--- config.mk ---
export PLATFORM = sky130hd
export DESIGN_NAME = lif_wta_array
export DESIGN_NICKNAME = d
export VERILOG_FILES = /design/src/rtl/lif_pkg.sv /design/src/rtl/lif_neuron.sv /design/src/rtl/lif_wta_array.sv
export SDC_FILE = /design/constraint.sdc
export NUM_CORES = 1
export LEC_CHECK = 0
export CORE_MARGIN = 2
export CORE_UTILIZATION = 53
export CTS_CLUSTER_DIAMETER = 60
export DETAILED_ROUTE_END_ITERATION = 10
export PLACE_DENSITY = 0.82
export SYNTH_ARGS = -nofsm -noshare
export SYNTH_HDL_FRONTEND = slang
export SYNTH_SLANG_ARGS = --single-unit
--- constraint.sdc ---
create_clock -name clk -period 3.6 [get_ports clk]
set_input_delay 0.36 -clock clk [delete_from_list [all_inputs] [get_ports clk]]
set_output_delay 0.36 -clock clk [all_outputs]
set_load 0.01 [all_outputs]
--- src/rtl/lif_pkg.sv ---
// Shared constants and the saturating adder for the LIF neuron array.
package lif_pkg;

    localparam int LIF_WIDTH        = 8;
    localparam int LIF_THRESH_RESET = 127;

    // Adds two values of up to 32 bits and clamps the result to 2^w-1.
    // The extra carry bit keeps the sum from wrapping before the clamp.
    function automatic logic [31:0] sat_add(input logic [31:0] a,
                                            input logic [31:0] b,
                                            input int unsigned w);
        logic [32:0] sum;
        logic [32:0] lim;
        sum = {1'b0, a} + {1'b0, b};
        lim = (33'd1 << w) - 33'd1;
        return (sum > lim) ? lim[31:0] : sum[31:0];
    endfunction

endpackage

--- src/rtl/lif_neuron.sv ---
// One leaky integrate-and-fire neuron: membrane state, refractory counter,
// threshold comparator and next-state mux. Fire/inhibit decisions come from
// the array so that lateral inhibition stays outside the neuron.
module lif_neuron
    import lif_pkg::*;
#(
    parameter int WIDTH         = LIF_WIDTH,
    parameter int LEAK_SHIFT    = 1,
    parameter int REFRAC_CYCLES = 2
) (
    input  logic             clk,
    input  logic             rst,
    input  logic             en,
    input  logic [WIDTH-1:0] current,
    input  logic [WIDTH-1:0] thresh,
    input  logic             fire,
    input  logic             inhibit,
    output logic             raw,
    output logic [WIDTH-1:0] state,
    output logic             refractory
);

    localparam int CNT_W = (REFRAC_CYCLES > 0) ? $clog2(REFRAC_CYCLES + 1) : 1;

    logic [CNT_W-1:0] refrac_cnt;
    logic [WIDTH-1:0] integ;

    // Leaked state plus input current, clamped at full scale.
    always_comb begin
        integ = WIDTH'(sat_add(32'(current), 32'(state >> LEAK_SHIFT), WIDTH));
    end

    // Spike candidate uses registered state only, so current never reaches spike combinationally.
    assign raw        = en && (refrac_cnt == '0) && (state >= thresh);
    assign refractory = (refrac_cnt != '0);

    // State/refractory update: fire, then inhibit, then refractory hold, then integrate.
    always_ff @(posedge clk) begin
        if (rst) begin
            state      <= '0;
            refrac_cnt <= '0;
        end else if (en) begin
            if (fire) begin
                state      <= '0;
                refrac_cnt <= CNT_W'(REFRAC_CYCLES);
            end else if (inhibit) begin
                state <= '0;
            end else if (refrac_cnt != '0) begin
                state      <= '0;
                refrac_cnt <= refrac_cnt - 1'b1;
            end else begin
                state <= integ;
            end
        end
    end

endmodule

--- src/rtl/lif_wta_array.sv ---
// Array of LIF neurons with run-time threshold, optional winner-take-all
// lateral inhibition and a saturating count of cycles that produced a spike.
module lif_wta_array
    import lif_pkg::*;
#(
    parameter int N_NEURONS     = 4,
    parameter int WIDTH         = LIF_WIDTH,
    parameter int LEAK_SHIFT    = 1,
    parameter int REFRAC_CYCLES = 2,
    parameter int THRESH_RESET  = LIF_THRESH_RESET,
    parameter int INHIBIT       = 1,
    localparam int IDX_W        = (N_NEURONS > 1) ? $clog2(N_NEURONS) : 1
) (
    input  logic                       clk,
    input  logic                       rst,
    input  logic                       en,
    input  logic [N_NEURONS*WIDTH-1:0] current,
    input  logic                       thresh_wr,
    input  logic [WIDTH-1:0]           thresh_data,
    output logic [N_NEURONS-1:0]       spike,
    output logic                       winner_valid,
    output logic [IDX_W-1:0]           winner_idx,
    output logic [N_NEURONS*WIDTH-1:0] state,
    output logic [N_NEURONS-1:0]       refractory,
    output logic [15:0]                spike_count
);

    logic [WIDTH-1:0]     thresh;
    logic [N_NEURONS-1:0] raw;
    logic [N_NEURONS-1:0] loser;

    // Output qualifier: winner_idx is meaningful only while winner_valid is
    // high (it reads 0 otherwise); there is no ready/backpressure, the result
    // is a per-cycle snapshot consumed by the downstream logic.
    assign winner_valid = |raw;

    // Priority encoder: lowest-index candidate wins.
    always_comb begin
        winner_idx = '0;
        for (int i = N_NEURONS - 1; i >= 0; i--) begin
            if (raw[i]) winner_idx = IDX_W'(i);
        end
    end

    generate
        if (INHIBIT != 0) begin : g_wta
            // Isolate the lowest set bit; every other neuron is a loser when anyone fires.
            assign spike = raw & (~raw + 1'b1);
            assign loser = winner_valid ? ~spike : '0;
        end else begin : g_indep
            assign spike = raw;
            assign loser = '0;
        end
    endgenerate

    for (genvar g = 0; g < N_NEURONS; g++) begin : g_neuron
        lif_neuron #(
            .WIDTH         (WIDTH),
            .LEAK_SHIFT    (LEAK_SHIFT),
            .REFRAC_CYCLES (REFRAC_CYCLES)
        ) u_neuron (
            .clk        (clk),
            .rst        (rst),
            .en         (en),
            .current    (current[g*WIDTH +: WIDTH]),
            .thresh     (thresh),
            .fire       (spike[g]),
            .inhibit    (loser[g]),
            .raw        (raw[g]),
            .state      (state[g*WIDTH +: WIDTH]),
            .refractory (refractory[g])
        );
    end

    // Threshold register: loads regardless of en; the new value is seen from the next cycle.
    always_ff @(posedge clk) begin
        if (rst)            thresh <= WIDTH'(THRESH_RESET);
        else if (thresh_wr) thresh <= thresh_data;
    end

    // Saturating count of cycles with a winner.
    always_ff @(posedge clk) begin
        if (rst)                                     spike_count <= '0;
        else if (winner_valid && spike_count != '1) spike_count <= spike_count + 16'd1;
    end

endmodule

==> flow_metrics.env <==
export IMPL_syn_nets=713
export IMPL_post_route_drc_count=0
export IMPL_cp_data_required_time_ns=3.24
export IMPL_synthFlopType="sky130_fd_sc_hd__dfxtp_1"
export IMPL_clock_latency_of_the_later_clocked_register_in_the_worst_skew_pair_ns=0.35
export IMPL_timing_setup_tns_ns=0
export IMPL_worst_clock_skew_ns=0.00550
export IMPL_standby_leakage_power_nw=2.66
export IMPL_globalRouteTotalUtil_pct=25.4
export IMPL_critPathCaptureType="output pin"
export IMPL_htree_num_levels=3
export IMPL_synth_top_cells_by_area="sky130_fd_sc_hd__dfxtp_1 (26%), sky130_fd_sc_hd__ha_1 (17%), sky130_fd_sc_hd__nand2_1 (4.5%)"
export IMPL_drive_above_1_share_pct=5.96
export IMPL_setup_viol=0
export IMPL_clockRootBuffer="sky130_fd_sc_hd__clkbuf_8"
export IMPL_finalCritPeriodShare_pct=95.1
export IMPL_max_slew_worst_pin_slew_ns=0.667
export IMPL_detail_route_wl_per_cell_um=15.7
export IMPL_floorplan_io_pins=103
export IMPL_syn_instance_count=600
export IMPL_finalHoldViolCount=0
export IMPL_die_width_um=100
export IMPL_cts_tree="built"
export IMPL_global_route_wire_length_before_repair_um=21000
export IMPL_worst_r2r_cell_count=8
export IMPL_commonest_cells_post_synth="sky130_fd_sc_hd__ha_1 (65), sky130_fd_sc_hd__dfxtp_1 (64), sky130_fd_sc_hd__nand2_1 (59)"
export IMPL_top_count_cell_post_synth="sky130_fd_sc_hd__ha_1"
export IMPL_grt_setup_unrepaired="false"
export IMPL_number_of_antenna_violations_at_the_first_check_in_global_routing=0
export IMPL_die_height_um=100
export IMPL_routed_wl_um=12500
export IMPL_critPathMaxFanout=8
export IMPL_floorplan_die_area_sq_um=10000
export IMPL_synth_yosys_warnings=0
export IMPL_cts_buffers=9
export IMPL_avgSynthCellArea_sq_um=8.18
export IMPL_slew_headroom_pct=55.2
export IMPL_nNetsFinal=798
export IMPL_hold_path_depth=2
export IMPL_timing_critical_path_from_type="flop"
export IMPL_post_synth_instance_area_sq_um=4910
export IMPL_report_power_total_mw=4.37
export IMPL_synth_edf_count=0
export IMPL_final_max_slew_viol_count=0
export IMPL_irDropWorstVdd_v=0.000504
export IMPL_first_global_vias=4578
export IMPL_power_density_cells_nw_per_um2=711
export IMPL_clkSinkCount=64
export IMPL_netlist_cell_type_count=51
export IMPL_regArea_sq_um=1280
export IMPL_ctsLongestPathBuffers=2
export IMPL_grt_start_max_net_pins=33
export IMPL_max_freq_mhz=292
export IMPL_multiInputGateArea_sq_um=3330
export IMPL_synthDominantCellAreaShare_pct=26.1
export IMPL_areaGrowthSynthToFinish_pct=25.3
export IMPL_routed_via_count=4718
export IMPL_criticalPathCategory="reg -> out"
export IMPL_post_drt_via_cell_ratio=5.90
export IMPL_first_pass_iters=5
export IMPL_floorplan_core_area_sq_um=9110
export IMPL_post_cts_repair_setup_buffers=0
export IMPL_drv_max_cap_violation_count=0
export IMPL_fin_crit_ns=3.42
export IMPL_status="finished, final reports clean"
export IMPL_antenna_left=0
export IMPL_holdBufCountCts=0
export IMPL_asyncSetResetFlopFracSynth_pct=0
export IMPL_fillCellCount=769
export IMPL_num_antenna_cells=0
export IMPL_place_hpwl_um=9700
export IMPL_post_cts_resize_count=0
export IMPL_synth_area_leader_cell="sky130_fd_sc_hd__dfxtp_1"
export IMPL_synth_sequential_area_ratio_pct=26.1
export IMPL_cts_reportedPaths_clkPinSlew_ns=0.07
export IMPL_synth_ff_latch_count=64
export IMPL_min_path_type="reg -> reg"
export IMPL_portBuffers=102
export IMPL_finalWeightedCongestion=0.847
export IMPL_std_cell_rows=35
export IMPL_drt_first_iter_violations=148
export IMPL_overflow=0
export IMPL_worstPathArrival_ns=3.06
export IMPL_starting_density_of_the_core_pct=53.9
## cell usage in the layout, fill, tap and decap left out, types with 18 or more instances in the layout
master and count:
sky130_fd_sc_hd__clkdlybuf4s50_1 102, sky130_fd_sc_hd__ha_1 65, sky130_fd_sc_hd__dfxtp_1 64, sky130_fd_sc_hd__nand2_1 59, sky130_fd_sc_hd__nor2_1 44, sky130_fd_sc_hd__inv_1 37, sky130_fd_sc_hd__o21ai_1 33, sky130_fd_sc_hd__o21ai_0 22
sky130_fd_sc_hd__nor2b_1 21, sky130_fd_sc_hd__a21oi_1 20, sky130_fd_sc_hd__nor3_1 20, sky130_fd_sc_hd__mux2_2 18
## area by class of cell
cell class	count	area share, %
Tap cell	111	2.26
Timing Repair Buffer	106	17.1
Inverter	37	2.26
Multi-Input combinational cell	467	54.2
Clock buffer	10	2.24
Clock inverter	4	1.14
Sequential cell	64	20.8
## state kept, by name (all words and copies together), names as in the netlist
| signal | count |
|---|---|
| g_neuron.u_neuron.refrac_cnt | 8 |
| thresh | 8 |
| spike_count | 16 |
| g_neuron.u_neuron.state | 32 |
## critical path, cell delays in order, from the launching register on
cell and delay, ns:
sky130_fd_sc_hd__dfxtp_1 0.31, sky130_fd_sc_hd__inv_1 0.17, sky130_fd_sc_hd__ha_1 0.28, sky130_fd_sc_hd__and3_1 0.20, sky130_fd_sc_hd__a221o_1 0.35, sky130_fd_sc_hd__a22oi_1 0.31, sky130_fd_sc_hd__nand3_1 0.30, sky130_fd_sc_hd__nor2_1 0.22
sky130_fd_sc_hd__clkdlybuf4s50_1 0.57
## layer usage
| layer | part of all wire [%] | vias up | GRT usage [%] |
|---|---|---|---|
| li1 | - | 2339 | - |
| met1 | 45 | 2229 | 32.1 |
| met2 | 49 | 131 | 44.1 |
| met3 | 4.5 | 19 | 4.04 |
| met4 | 1.4 | 0 | 8.75 |
| met5 | 0 | - | 0 |
## worst paths after layout
check | startpoint | endpoint | slack (ns)
worst min-delay path | g_neuron[1].u_neuron.state[0] | g_neuron[1].u_neuron.state[0] | 0.47
worst max-delay path | thresh[6] | spike[2] | 0.18
worst min register to register | g_neuron[1].u_neuron.state[0] | g_neuron[1].u_neuron.state[0] | 0.47
worst max register to register | thresh[6] | g_neuron[3].u_neuron.state[0] | 0.64
## report_power, final
part / total [mW] / leakage, nW / internal (mW) / switching (mW)
Sequential: 1.15 / 0.523 / 0.918 / 0.236
Clock: 0.676 / 0.108 / 0.399 / 0.277
Combinational: 2.54 / 2.03 / 1.24 / 1.30
## metrics by stage
step           std cells  setup slack (ns)  util, %  hold WS [ns]  cell area (sq um)
2_1_floorplan        600              1.05        -         0.448               4910
3_3_place_gp         785             0.692     65.2         0.455               5940
3_5_place_dp         785             0.597     65.2         0.468               5940
4_1_cts              799             0.192     67.5         0.478               6150
5_1_grt              799            0.0174     67.5         0.515               6150
6_report             799             0.177     67.5         0.474               6150
## kinds of logic after synthesis
family,after synthesis,synth area share (%)
AND/OR/NAND/NOR,210,21.3
AO/OA/AOI/OAI,154,21.2
buffers and inverters,69,6.04
adder cells (fa/ha/maj),69,18.2
flip-flops,64,26.1
multiplexers,22,4.97
XOR/XNOR,12,2.14
No activity file was read; power rests on OpenSTA's default activity.
